--- config.mk ---
export PLATFORM = sky130hd
export DESIGN_NAME = enc164_scan
export DESIGN_NICKNAME = d
export VERILOG_FILES = /design/src/rtl/enc164_pkg.sv /design/src/rtl/pri_enc16.sv /design/src/rtl/enc164_scan.sv
export SDC_FILE = /design/constraint.sdc
export NUM_CORES = 1
export LEC_CHECK = 0
export CAP_MARGIN = 20
export CORE_MARGIN = 8
export CORE_UTILIZATION = 40
export DETAILED_ROUTE_END_ITERATION = 7
export GPL_TIMING_DRIVEN = 0
export PLACE_DENSITY_LB_ADDON = 0.15
export SLEW_MARGIN = 40
export SYNTH_ARGS = -nofsm -noshare
export SYNTH_HDL_FRONTEND = slang
export SYNTH_SLANG_ARGS = --single-unit
--- constraint.sdc ---
create_clock -name clk -period 11.94 [get_ports clk]
set_input_delay 3.582 -clock clk [delete_from_list [all_inputs] [get_ports clk]]
set_output_delay 3.582 -clock clk [all_outputs]
set_load 0.02 [all_outputs]
--- src/rtl/enc164_pkg.sv ---
// Shared constants, state encoding and helpers for the 16-to-4 request scanner.
// Combinational helpers only; no latency of their own.
// No flow control here; users own all handshaking.
package enc164_pkg;

  localparam int N_REQ = 16;
  localparam int IDX_W = 4;

  // Scanner control states: wait for a load, pick the next index, hold it for the consumer.
  typedef enum logic [1:0] {
    IDLE = 2'd0,
    SEL  = 2'd1,
    HOLD = 2'd2
  } enc_state_t;

  // Number of set bits in a request vector (0..16, hence IDX_W+1 bits).
  function automatic logic [IDX_W:0] popcount16(input logic [N_REQ-1:0] v);
    logic [IDX_W:0] c;
    c = '0;
    for (int i = 0; i < N_REQ; i++) begin
      c = c + {{IDX_W{1'b0}}, v[i]};
    end
    return c;
  endfunction

  // One-hot mask for a 4-bit index, used to retire a served request.
  function automatic logic [N_REQ-1:0] idx_mask(input logic [IDX_W-1:0] idx);
    logic [N_REQ-1:0] m;
    m = '0;
    m[idx] = 1'b1;
    return m;
  endfunction

endpackage

--- src/rtl/pri_enc16.sv ---
// Lowest-set-bit priority encoder over 16 requests; 'any' flags a nonzero vector.
// Purely combinational, zero cycles.
// No backpressure; output follows input every cycle.
module pri_enc16
  import enc164_pkg::*;
(
  input  logic [N_REQ-1:0] req,
  output logic [IDX_W-1:0] idx,
  output logic             any
);

  // Scan from the top down so the lowest set bit is the last one written and wins.
  always_comb begin
    idx = '0;
    any = 1'b0;
    for (int i = N_REQ - 1; i >= 0; i--) begin
      if (req[i]) begin
        idx = IDX_W'(i);
        any = 1'b1;
      end
    end
  end

endmodule

--- src/rtl/enc164_scan.sv ---
// Sequential 16-to-4 encoder: captures a request vector and emits each set index once.
// Load to first valid index is 2 cycles; one index per 2 cycles at best.
// out_idx/out_valid/out_last hold steady while out_ready is low; load ignored while busy.
// Optional round-robin start point is enabled by defining ENC164_ROUND_ROBIN_EN.
module enc164_scan
  import enc164_pkg::*;
(
  input  logic        clk,
  input  logic        reset,
  input  logic [15:0] in_req,
  input  logic        load,
  output logic        busy,
  output logic [3:0]  out_idx,
  output logic        out_valid,
  input  logic        out_ready,
  output logic        out_last,
  output logic        done
);

  enc_state_t       state_q, state_d;
  logic [N_REQ-1:0] pending_q, pending_d;
  logic [IDX_W-1:0] idx_q, idx_d;
  logic             valid_q, valid_d;
  logic             last_q, last_d;
  logic             done_q, done_d;

  // Encoder view of the pending set and the absolute index it resolves to.
  logic [N_REQ-1:0] enc_req;
  logic [IDX_W-1:0] enc_idx;
  logic             enc_any;
  logic [IDX_W-1:0] sel_idx;

`ifdef ENC164_ROUND_ROBIN_EN
  // Last index handed out; the next search begins just above it.
  logic [IDX_W-1:0] ptr_q, ptr_d;
  logic [IDX_W-1:0] start;

  // Rotate pending right by ptr+1 so the encoder's bit 0 is the search start point.
  always_comb begin
    start = ptr_q + IDX_W'(1);
    for (int i = 0; i < N_REQ; i++) begin
      enc_req[i] = pending_q[IDX_W'(i) + start];
    end
  end

  // Undo the rotation; 4-bit addition wraps past 15 back to 0.
  assign sel_idx = enc_idx + start;
`else
  assign enc_req = pending_q;
  assign sel_idx = enc_idx;
`endif

  pri_enc16 u_pri_enc16 (
    .req (enc_req),
    .idx (enc_idx),
    .any (enc_any)
  );

  // Next-state and next-output decode for the load / select / hold sequence.
  always_comb begin
    state_d   = state_q;
    pending_d = pending_q;
    idx_d     = idx_q;
    valid_d   = valid_q;
    last_d    = last_q;
    done_d    = 1'b0;
`ifdef ENC164_ROUND_ROBIN_EN
    ptr_d     = ptr_q;
`endif
    case (state_q)
      IDLE: begin
        if (load) begin
          if (in_req != '0) begin
            pending_d = in_req;
            state_d   = SEL;
          end else begin
            // Nothing to serve: acknowledge the load straight away.
            done_d = 1'b1;
          end
        end
      end
      SEL: begin
        if (enc_any) begin
          idx_d   = sel_idx;
          valid_d = 1'b1;
          last_d  = (popcount16(pending_q) == (IDX_W + 1)'(1));
          state_d = HOLD;
        end else begin
          // Unreachable with a consistent pending set; recover to IDLE cleanly.
          state_d = IDLE;
          done_d  = 1'b1;
        end
      end
      HOLD: begin
        if (valid_q && out_ready) begin
          pending_d = pending_q & ~idx_mask(idx_q);
          valid_d   = 1'b0;
          last_d    = 1'b0;
`ifdef ENC164_ROUND_ROBIN_EN
          ptr_d     = idx_q;
`endif
          if (pending_d != '0) begin
            state_d = SEL;
          end else begin
            state_d = IDLE;
            done_d  = 1'b1;
          end
        end
      end
      default: begin
        state_d = IDLE;
        valid_d = 1'b0;
        last_d  = 1'b0;
      end
    endcase
  end

  // All state and registered outputs; reset discards pending work without a done pulse.
  always_ff @(posedge clk or posedge reset) begin
    if (reset) begin
      state_q   <= IDLE;
      pending_q <= '0;
      idx_q     <= '0;
      valid_q   <= 1'b0;
      last_q    <= 1'b0;
      done_q    <= 1'b0;
`ifdef ENC164_ROUND_ROBIN_EN
      ptr_q     <= 4'd15;
`endif
    end else begin
      state_q   <= state_d;
      pending_q <= pending_d;
      idx_q     <= idx_d;
      valid_q   <= valid_d;
      last_q    <= last_d;
      done_q    <= done_d;
`ifdef ENC164_ROUND_ROBIN_EN
      ptr_q     <= ptr_d;
`endif
    end
  end

  assign busy      = (state_q != IDLE);
  assign out_idx   = idx_q;
  assign out_valid = valid_q;
  assign out_last  = last_q;
  assign done      = done_q;

endmodule

==> results.toml, run 1 <==
[run_status]
status = "completed"

[synthesis]
synth-seq-area-share = 0.3179
ys_warn_count = 0
synth_edf_count = 0
synth_area_per_cell_um2 = 8.747
synth_flop_cell = "dfrtp_1"
async_flop_share = 1.000
syn_inst = 225
ys_seq_elements = 25
netlist_area_um2 = 1968
synth_cell_types = 44
syn_nets = 260

[layout]
fill_cells = 475
multiInputGateArea_um2 = 1189
diodes = 0
seqCellArea_um2 = 625.6
nNetsFinal = 292
drive_above_1_share = 0.03906
areaGrowthSynthToFinish_pct = 20.34

[timing]
fin_ws_ns = 6.608
max_clock_freq_ghz = 0.1875
slew_violations = 0
whs_ns = 0.5000
min_period_ns = 5.332
slew_headroom = 0.6438
rsz0062_at_grt = "no"
worst_slew_pin_slew_ns = 0.5336
setup_viol = 0
fin_crit_sh = 0.4466
setup_tns_ns = 0
hold_violations = 0
finalClockSkew_ns = 0.006994

[clocking]
ctsResizeCount = 0
cts_buffer_depth = 2
ctsHoldBuffers = 0
numCtsBuffers = 3
cts_max_level = 1
cts.sinks = 25
cts_tree = "yes"
clk_latency_ns = 0.27
root_buffer = "clkbuf_8"
cts_setup_buffers = 0
clk_pin_slew_worst_paths_ns = 0.09

[die]
dieHeight_um = 86.15
die_w_um = 86.15
start_util = 0.4167
dieArea_um2 = 7421
coreArea_um2 = 4723
num_rows = 25
ioPinCount = 28

[global_route]
grt_pass1_wl_um = 9059
antenna_found_initial = 0
grt_max_degree = 26
grt_pass1_vias = 1884
overflow = 0
grt.total_usage = 0.1513

[placed_design]
pre_cts_ws_ns = 6.309
gp_congestion = 0.9190
io_buffers = 27
dp_hpwl_um = 4171

[critical_path]
worstSetupPathType = "in -> reg"
crit_chain = "clkdlybuf4s50_1 -> nor4_1 -> nand2_1 -> o21a_2 -> and2_4 -> buf_6 -> buf_6 -> a22o_1"
crit_path_end_kind = "register"
arrival_ns = 5.50
r2r-start = "enc_req[5]"
crit_buf_inv = 3
critical_path.max_stage_delay_ns = 0.44
cp.required_ns = 12.11
r2r_cells = 14
crit_slowest_cell = "nor4_1"
cp_top_family = "simple AND/OR/NAND/NOR gates"
path_depth = 8
start_kind = "primary input"
r2r_end = "out_last"
crit_top_cell = "buf_6"
endpoint = "enc_req[8]"
reg2reg_setup_slack_ns = 7.84
critPathLaunch = "in_req[0]"
cp_max_fo = 10

[hold_path]
hp-class = "reg -> reg"

[drt]
viasPerCell = 5.712
wl_per_cell_um = 16.73
drc = 0
ant_nets = 0
drt-initial-drc-count = 156
firstDrtPassIters = 4
vias = 1845
wl_um = 5403

[job]
drv_cap = 0
[worst register-to-register path: stages, from the launching register on]
cell and delay, ns:
dfrtp_1 0.50, inv_1 0.14, fa_1 0.54, inv_1 0.05, fa_1 0.45, fa_1 0.52, inv_1 0.05, fa_1 0.48
inv_1 0.04, ha_1 0.20, fa_1 0.38, nand3_1 0.08, o21ai_0 0.08, and3_1 0.18, mux2_1 0.28
[layout by cell type (no fill, tap or decap), types with 3 or more instances in the layout]
| master | Yosys | routed |
|---|---|---|
| clkdlybuf4s50_1 | 0 | 27 |
| inv_1 | 27 | 26 |
| dfrtp_1 | 25 | 25 |
| o21ai_0 | 18 | 18 |
| a22o_1 | 16 | 16 |
| a21oi_1 | 14 | 14 |
| nor2_1 | 14 | 14 |
| nand2_1 | 12 | 12 |
| nor4_1 | 11 | 11 |
| fa_1 | 10 | 10 |
| nand2b_1 | 9 | 9 |
| clkbuf_1 | 8 | 8 |
| nor3_1 | 8 | 8 |
| o21ai_1 | 5 | 5 |
| ha_1 | 5 | 5 |
| nor4b_1 | 4 | 4 |
| clkbuf_8 | 0 | 3 |
[stage by stage]
step	utilization	cells	instance area (um^2)
6_report	0.5015	323	2369
5_1_grt	0.5015	323	2369
4_1_cts	0.5015	323	2369
3_5_place_dp	0.4917	319	2322
3_3_place_gp	0.4917	319	2322
2_1_floorplan	-	225	1968
[synthesized netlist by cell type, types with 2 or more instances]
master	number	area [um^2]
ha_1	5	62.56
nand4_1	2	12.51
nand4bb_1	2	22.52
clkbuf_1	8	30.03
o31a_1	2	17.52
nand2b_1	9	56.30
mux2i_1	2	20.02
o21ai_1	5	25.02
inv_1	27	101.4
a22o_1	16	140.1
dfrtp_1	25	625.6
o21ai_0	18	90.09
buf_6	2	22.52
and2_1	2	12.51
nor4_1	11	68.82
nor4b_1	4	35.03
nand3_1	2	10.01
nand2_1	12	45.04
nor3_1	8	40.04
a311oi_1	2	17.52
nor2b_1	2	12.51
fa_1	10	200.2
nor2_1	14	52.55
a21oi_1	14	70.07
or2_1	2	12.51
[registers in the layout (all words and copies together) (netlist names)]
signal,count
out_valid,1
enc_req,16
state_q,2
out_last,1
out_idx,4
done,1
[routing by layer]
| metal | share of wire | GRT usage | vias up |
|---|---|---|---|
| met3 | 0.056 | 0.02101 | 8 |
| met2 | 0.48 | 0.2484 | 64 |
| met4 | 0.014 | 0.04618 | 0 |
| met1 | 0.45 | 0.1990 | 895 |
| li1 | - | - | 878 |
| met5 | 0 | 0 | - |
[logic make-up after synthesis]
family | count (synthesis) | synth area share
buffers and inverters | 37 | 0.07820
muxes | 3 | 0.01589
and+or+nand+nor | 76 | 0.2193
DFF | 25 | 0.3179
adders and majority gates | 15 | 0.1335
AOI/OAI and AO/OA | 69 | 0.2352
[worst min path at each step]
stage	start	end	slack [ns]	depth (start not counted)
after global placement	out_last	out_last	0.48	1
after global routing	out_last	out_last	0.53	1
after detailed placement	out_last	out_last	0.49	1
final	out_last	out_last	0.50	1
after CTS	out_last	out_last	0.51	1
after floorplan	state_q[1]	out_valid	0.49	1
[layout make-up]
class	instances	area share
buffer	10	0.02219
clock inverter	1	0.002113
multi-input combinational	163	0.5018
clock buffer	3	0.01743
tap	67	0.03539
timing repair buffer	27	0.1141
inverter	27	0.04279
sequential	25	0.2641
Power of run 1 is left out: the tool's default activity adds up to more than one toggle a clock period on the data nets, which glitch-free logic cannot reach.
==> run 2: changes to the inputs <==
Clock period 11.94 ns to 5.4 ns, I/O delays scaled along.
==> results of run 2 <==
The final DEF is identical to that of run 1. Status: completed.
Among the figures that moved: setup slack after placement 6.309 ns -> 1.317 ns; setup slack after layout 6.608 ns -> 1.297 ns; start point of the critical path in_req[0] -> enc_req[5]; end point of the critical path enc_req[8] -> out_last; register-to-register setup slack 7.84 ns -> 1.30 ns
Power of run 2 is left out for the same reason.
